## src/rtl/mem_xfer_unit.sv

```systemverilog
// Memory transfer unit: sequences FETCH/LOAD/STORE/PUSH/POP accesses with PC/SP upkeep,
// a bounded wait for MEM_READY and a one-cycle DONE/ERR response.
module mem_xfer_unit #(
  parameter int unsigned DATA_WIDTH = 32,
  parameter int unsigned ADDR_WIDTH = 26,
  parameter logic [ADDR_WIDTH-1:0] INST_START_ADDR = ADDR_WIDTH'('h0001000),
  parameter logic [ADDR_WIDTH-1:0] INIT_STACK_POINTER = ADDR_WIDTH'('h3FFFFFF),
  parameter int unsigned MAX_WAIT = 15
) (
  input  logic                  CLK,
  input  logic                  RST,
  input  logic                  REQ,
  input  logic [2:0]            OP,
  input  logic [ADDR_WIDTH-1:0] ADDR_IN,
  input  logic [DATA_WIDTH-1:0] WDATA,
  input  logic                  PC_LOAD,
  input  logic [ADDR_WIDTH-1:0] PC_NEXT,
  input  logic [DATA_WIDTH-1:0] MEM_RDATA,
  input  logic                  MEM_READY,
  output logic [ADDR_WIDTH-1:0] MEM_ADDR,
  output logic [DATA_WIDTH-1:0] MEM_WDATA,
  output logic                  MEM_READ,
  output logic                  MEM_WRITE,
  output logic [ADDR_WIDTH-1:0] PC,
  output logic [ADDR_WIDTH-1:0] SP,
  output logic [DATA_WIDTH-1:0] INSTRUCTION,
  output logic [DATA_WIDTH-1:0] RDATA,
  output logic                  BUSY,
  output logic                  DONE,
  output logic                  ERR
);

  localparam int unsigned WAIT_W = (MAX_WAIT < 2) ? 1 : $clog2(MAX_WAIT + 1);

  localparam logic [1:0] S_IDLE   = 2'd0;
  localparam logic [1:0] S_ACCESS = 2'd1;
  localparam logic [1:0] S_RESP   = 2'd2;

  localparam logic [2:0] OP_FETCH = 3'd0;
  localparam logic [2:0] OP_LOAD  = 3'd1;
  localparam logic [2:0] OP_STORE = 3'd2;
  localparam logic [2:0] OP_PUSH  = 3'd3;
  localparam logic [2:0] OP_POP   = 3'd4;

  logic [1:0]            state_q, state_d;
  logic [2:0]            op_q, op_d;
  logic [WAIT_W-1:0]     wait_q, wait_d;
  logic [ADDR_WIDTH-1:0] pc_d, sp_d, maddr_d;
  logic [DATA_WIDTH-1:0] inst_d, rdata_d, mwdata_d;
  logic                  mread_d, mwrite_d, busy_d, done_d, err_d;
  logic [ADDR_WIDTH-1:0] fetch_addr;
  logic                  req_rd, req_wr, acc_rd, acc_wr;

  // Request decode (IDLE side) and held-op decode (ACCESS side)
  assign fetch_addr = PC_LOAD ? PC_NEXT : PC;
  assign req_rd     = (OP == OP_FETCH) || (OP == OP_LOAD) || (OP == OP_POP);
  assign req_wr     = (OP == OP_STORE) || (OP == OP_PUSH);
  assign acc_rd     = (op_q == OP_FETCH) || (op_q == OP_LOAD) || (op_q == OP_POP);
  assign acc_wr     = (op_q == OP_STORE) || (op_q == OP_PUSH);

  always_ff @(posedge CLK) begin
    if (!RST) begin
      state_q     <= S_IDLE;
      op_q        <= OP_FETCH;
      wait_q      <= '0;
      PC          <= INST_START_ADDR;
      SP          <= INIT_STACK_POINTER;
      INSTRUCTION <= '0;
      RDATA       <= '0;
      MEM_ADDR    <= '0;
      MEM_WDATA   <= '0;
      MEM_READ    <= 1'b0;
      MEM_WRITE   <= 1'b0;
      BUSY        <= 1'b0;
      DONE        <= 1'b0;
      ERR         <= 1'b0;
    end else begin
      state_q     <= state_d;
      op_q        <= op_d;
      wait_q      <= wait_d;
      PC          <= pc_d;
      SP          <= sp_d;
      INSTRUCTION <= inst_d;
      RDATA       <= rdata_d;
      MEM_ADDR    <= maddr_d;
      MEM_WDATA   <= mwdata_d;
      MEM_READ    <= mread_d;
      MEM_WRITE   <= mwrite_d;
      BUSY        <= busy_d;
      DONE        <= done_d;
      ERR         <= err_d;
    end
  end

  // Next state plus next value of every registered output
  always_comb begin
    state_d  = state_q;
    op_d     = op_q;
    wait_d   = wait_q;
    pc_d     = PC;
    sp_d     = SP;
    inst_d   = INSTRUCTION;
    rdata_d  = RDATA;
    maddr_d  = MEM_ADDR;
    mwdata_d = MEM_WDATA;
    mread_d  = 1'b0;
    mwrite_d = 1'b0;
    busy_d   = 1'b0;
    done_d   = 1'b0;
    err_d    = 1'b0;

    case (state_q)
      S_IDLE: begin
        if (PC_LOAD) pc_d = PC_NEXT;
        if (REQ) begin
          op_d   = OP;
          busy_d = 1'b1;
          if (req_rd || req_wr) begin
            case (OP)
              OP_FETCH: maddr_d = fetch_addr;
              OP_PUSH:  maddr_d = SP;
              OP_POP:   maddr_d = SP + ADDR_WIDTH'(1);
              default:  maddr_d = ADDR_IN;
            endcase
            mwdata_d = WDATA;
            wait_d   = '0;
            mread_d  = req_rd;
            mwrite_d = req_wr;
            state_d  = S_ACCESS;
          end else begin
            // Illegal opcode: no memory strobe, straight to an error response
            done_d  = 1'b1;
            err_d   = 1'b1;
            state_d = S_RESP;
          end
        end
      end

      S_ACCESS: begin
        busy_d = 1'b1;
        if (MEM_READY) begin
          case (op_q)
            OP_FETCH: begin
              inst_d = MEM_RDATA;
              pc_d   = PC + ADDR_WIDTH'(1);
            end
            OP_LOAD: rdata_d = MEM_RDATA;
            OP_PUSH: sp_d = SP - ADDR_WIDTH'(1);
            OP_POP: begin
              rdata_d = MEM_RDATA;
              sp_d    = SP + ADDR_WIDTH'(1);
            end
            default: ;
          endcase
          done_d  = 1'b1;
          state_d = S_RESP;
        end else if (wait_q == WAIT_W'(MAX_WAIT - 1)) begin
          done_d  = 1'b1;
          err_d   = 1'b1;
          state_d = S_RESP;
        end else begin
          wait_d   = wait_q + WAIT_W'(1);
          mread_d  = acc_rd;
          mwrite_d = acc_wr;
        end
      end

      S_RESP: state_d = S_IDLE;

      default: state_d = S_IDLE;
    endcase
  end

endmodule
```

## config.mk

```make
export PLATFORM = sky130hd
export DESIGN_NAME = mem_xfer_unit
export DESIGN_NICKNAME = d
export VERILOG_FILES = /design/src/rtl/mem_xfer_unit.sv
export SDC_FILE = /design/constraint.sdc
export NUM_CORES = 1
export LEC_CHECK = 0
export BUFFER_PORTS_ARGS = -buffer_cell sky130_fd_sc_hd__buf_2
export CORE_ASPECT_RATIO = 1.4
export CORE_MARGIN = 2
export CORE_UTILIZATION = 30
export DETAILED_ROUTE_END_ITERATION = 10
export GPL_ROUTABILITY_DRIVEN = 0
export MAX_ROUTING_LAYER = met4
export PLACE_DENSITY_LB_ADDON = 0.3
export SLEW_MARGIN = 0
export SYNTH_ARGS = -nofsm -noshare
export SYNTH_HDL_FRONTEND = slang
export SYNTH_SLANG_ARGS = --single-unit
```

## constraint.sdc

```tcl
create_clock -name CLK -period 2.5 [get_ports CLK]
set_clock_uncertainty 0.1 [all_clocks]
set_input_delay 0.625 -clock CLK [delete_from_list [all_inputs] [get_ports CLK]]
set_output_delay 0.625 -clock CLK [all_outputs]
set_load 0.05 [all_outputs]
```

==> impl_metrics.json <==
{
  "status": "completed",
  "relSlewSlack": 0.393,
  "synth-edff-count": 0,
  "power_frac_comb": 0.218,
  "critPathKind": "reg -> reg",
  "io_pins": 303,
  "max_clock_freq_mhz": 415,
  "first_global_vias": 9965,
  "worstHoldPathType": "in -> reg",
  "multi_input_area_um2": 5330,
  "worst_pin_slew_ps": 907,
  "core_area_um2": 31400,
  "synth_top_area_frac": 0.395,
  "insertion_delay_ps": 450,
  "drt_iter0_drc": 702,
  "ys_ff_latch": 188,
  "holdWs_ps": 307,
  "powerDensity_nw_per_um2": 634,
  "min_period_ps": 2410,
  "finalCritPeriodShare": 0.964,
  "vias_per_cell": 5.36,
  "grt_max_degree": 65,
  "dominantRegCellSynth": "dfxtp_1",
  "via_count": 10400,
  "design.die.area_um2": 33200,
  "path_cells": "inv_1 -> ha_1 -> or3b_2 -> nor4_4 -> nand3b_1 -> a21oi_1 -> mux2_2",
  "pwr-share-clk": 0.362,
  "setup_viol": 0,
  "cts-hold-fix-buffers": 0,
  "cp-start-kind": "flip-flop",
  "async_flop_share": 0,
  "power_switching_w": 0.00263,
  "min_path_cells": 3,
  "yosysWarnings": 0,
  "dr.pass1.iters": 5,
  "grt_antenna_before_repair": 5,
  "seqPwrFrac": 0.420,
  "syn_inst": 1239,
  "area_delta_synth_final_pct": 30.1,
  "rows": 77,
  "cts_setup_buffers": 0,
  "placed_cell_area_um2": 11800,
  "synth_area_per_cell_um2": 7.70,
  "cts_sinks": 188,
  "hold_viol_final": 0,
  "setup_tns_ps": 0,
  "seq_area_um2": 3780,
  "crit_fanout": 10,
  "min_from": "WDATA[25]",
  "grt_pass1_wl_mm": 56.6,
  "cts_max_level": 4,
  "crit_start": "SP[0]",
  "setup.worst_path.end_class": "flip-flop",
  "critPathRequiredTime_ps": 2740,
  "p_leak_nw": 5.33,
  "fin_area_um2": 12400,
  "yosysUniqueCellTypes": 73,
  "swShare": 0.335,
  "routedWlPerCell_um": 19.2,
  "dp_hpwl_mm": 27.4,
  "cp_slowest_cell": "or3b_2",
  "port_buffers": 302,
  "rsz0062_at_grt": "no",
  "drive_above_1_share": 0.297,
  "track_usage": 0.225,
  "yosys-top-cells-area": "dfxtp_1 39%, nand2_1 10%, a21oi_1 7.9%",
  "worstRegToRegCells": 7,
  "drcViolationCount": 0,
  "ant_nets": 0,
  "syn_area_um2": 9530,
  "initial_utilization": 0.304,
  "clk_pin_slew_ps": 70,
  "fillers": 3328,
  "slowest_delay_ps": 520,
  "internal_power_w": 0.00523,
  "yosys.area.top_type": "dfxtp_1",
  "clk_path_buf_depth": 2,
  "root_buffer": "clkbuf_16",
  "final_max_slew_viol_count": 0,
  "rr_startpoint": "SP[0]",
  "die_w_um": 155,
  "arrival_ps": 2650,
  "yosysSeqAreaShare": 0.395,
  "ir_drop_uv": 418,
  "cts_tree": "done",
  "grt_overflow": 0,
  "die_h_um": 215,
  "syn_nets": 1368,
  "cts_resized": 0,
  "cts_made_buffers": 17,
  "wl_mm": 37.3,
  "drv_cap": 0,
  "fin_nets": 1656
}
[final cells by class]
cell class,instances,share of cell area
Timing Repair Buffer,377,0.173
Clock buffer,21,0.0379
Inverter,10,0.00323
Multi-Input combinational cell,933,0.429
Clock inverter,11,0.0107
Antenna cell,5,0.00101
Sequential cell,188,0.305
Tap cell,395,0.0398
[worst max-delay path, delay by kind of cell, from the launching register on]
family / cells / cell delay, ps
AOI/OAI and AO/OA: 1 / 200
adders and majority gates: 1 / 180
DFF: 1 / 380
and+or+nand+nor: 3 / 1020
buffers and inverters: 1 / 70
muxes: 1 / 350
[cells in the mapped netlist (6+ instances only)]
cell,n
a211oi_1,8
a21oi_1,150
a22oi_1,8
a31oi_1,13
a32oi_1,12
and3_1,13
and4_1,6
buf_2,13
clkbuf_1,90
dfxtp_1,188
inv_1,8
mux2_2,11
mux2i_1,30
nand2_1,259
nand2b_1,9
nand3_1,39
nand4_1,16
nor2_1,70
nor3_1,28
nor4_1,9
o211ai_1,7
o21ai_0,70
o221ai_1,14
o22ai_1,16
o31ai_1,7
or3_1,15
xnor2_1,12
xor2_1,10
[through the flow]
step                setup slack, ps  cells  total power [W]  utilization
detailed placement            -14.6   1903          0.00508        0.375
finish                         89.3   1940          0.00787        0.395
floorplan                      7.98   1239          0.00447            -
global placement              -44.8   1903          0.00507        0.375
CTS                            95.7   1935          0.00795        0.394
global route                   3.66   1940          0.00817        0.395
[power by group through the flow]
| stage | clock network, W | logic [W] | registers [W] |
|---|---|---|---|
| global placement | 0 | 0.00170 | 0.00336 |
| detailed placement | 0 | 0.00171 | 0.00337 |
| global route | 0.00302 | 0.00182 | 0.00333 |
| finish | 0.00285 | 0.00171 | 0.00330 |
| CTS | 0.00293 | 0.00171 | 0.00330 |
| floorplan | 0 | 0.000659 | 0.00381 |
[flip-flops by register name (all words and copies together), names as in the netlist]
signal and flops:
op_q 3, state_q 2, INSTRUCTION 32, DONE 1, MEM_READ 1, PC 26, MEM_WRITE 1, RDATA 32
wait_q 4, MEM_WDATA 32, BUSY 1, MEM_ADDR 26, ERR 1, SP 26
[path summary, 6_finish.rpt]
check | to | slack [ps]
hold / removal | MEM_WDATA[25] | 310
setup / recovery | SP[18] | 90
setup reg to reg | SP[18] | 90
hold reg to reg | MEM_WDATA[11] | 350
[metal layers]
| metal | part of all wire | up-vias | global-route usage | wire [µm] |
|---|---|---|---|---|
| li1 | - | 5023 | - | - |
| met1 | 0.39 | 4845 | 0.258 | 14500 |
| met2 | 0.49 | 440 | 0.372 | 18400 |
| met3 | 0.077 | 81 | 0.0504 | 2880 |
| met4 | 0.039 | 0 | 0.102 | 1460 |
| met5 | 0 | - | - | 0 |
[cells by family after synthesis]
family | count (synthesis) | share of synthesized area
DFF | 188 | 0.395
muxes | 43 | 0.0469
and+or+nand+nor | 504 | 0.250
AOI/OAI and AO/OA | 359 | 0.233
buffers and inverters | 118 | 0.0489
xor gates and xnor gates | 22 | 0.0202
adders and majority gates | 5 | 0.00656
[placed cells by master (no fill, tap or decap), types with 27 or more instances in the layout]
cell       n
buf_2    302
nand2_1  258
dfxtp_1  175
a21oi_1  150
o21ai_0   70
nor2_1    70
buf_4     69
nand3_1   39
mux2i_1   30
nor3_1    27
Note: power is estimated with default switching activity, not from simulation.
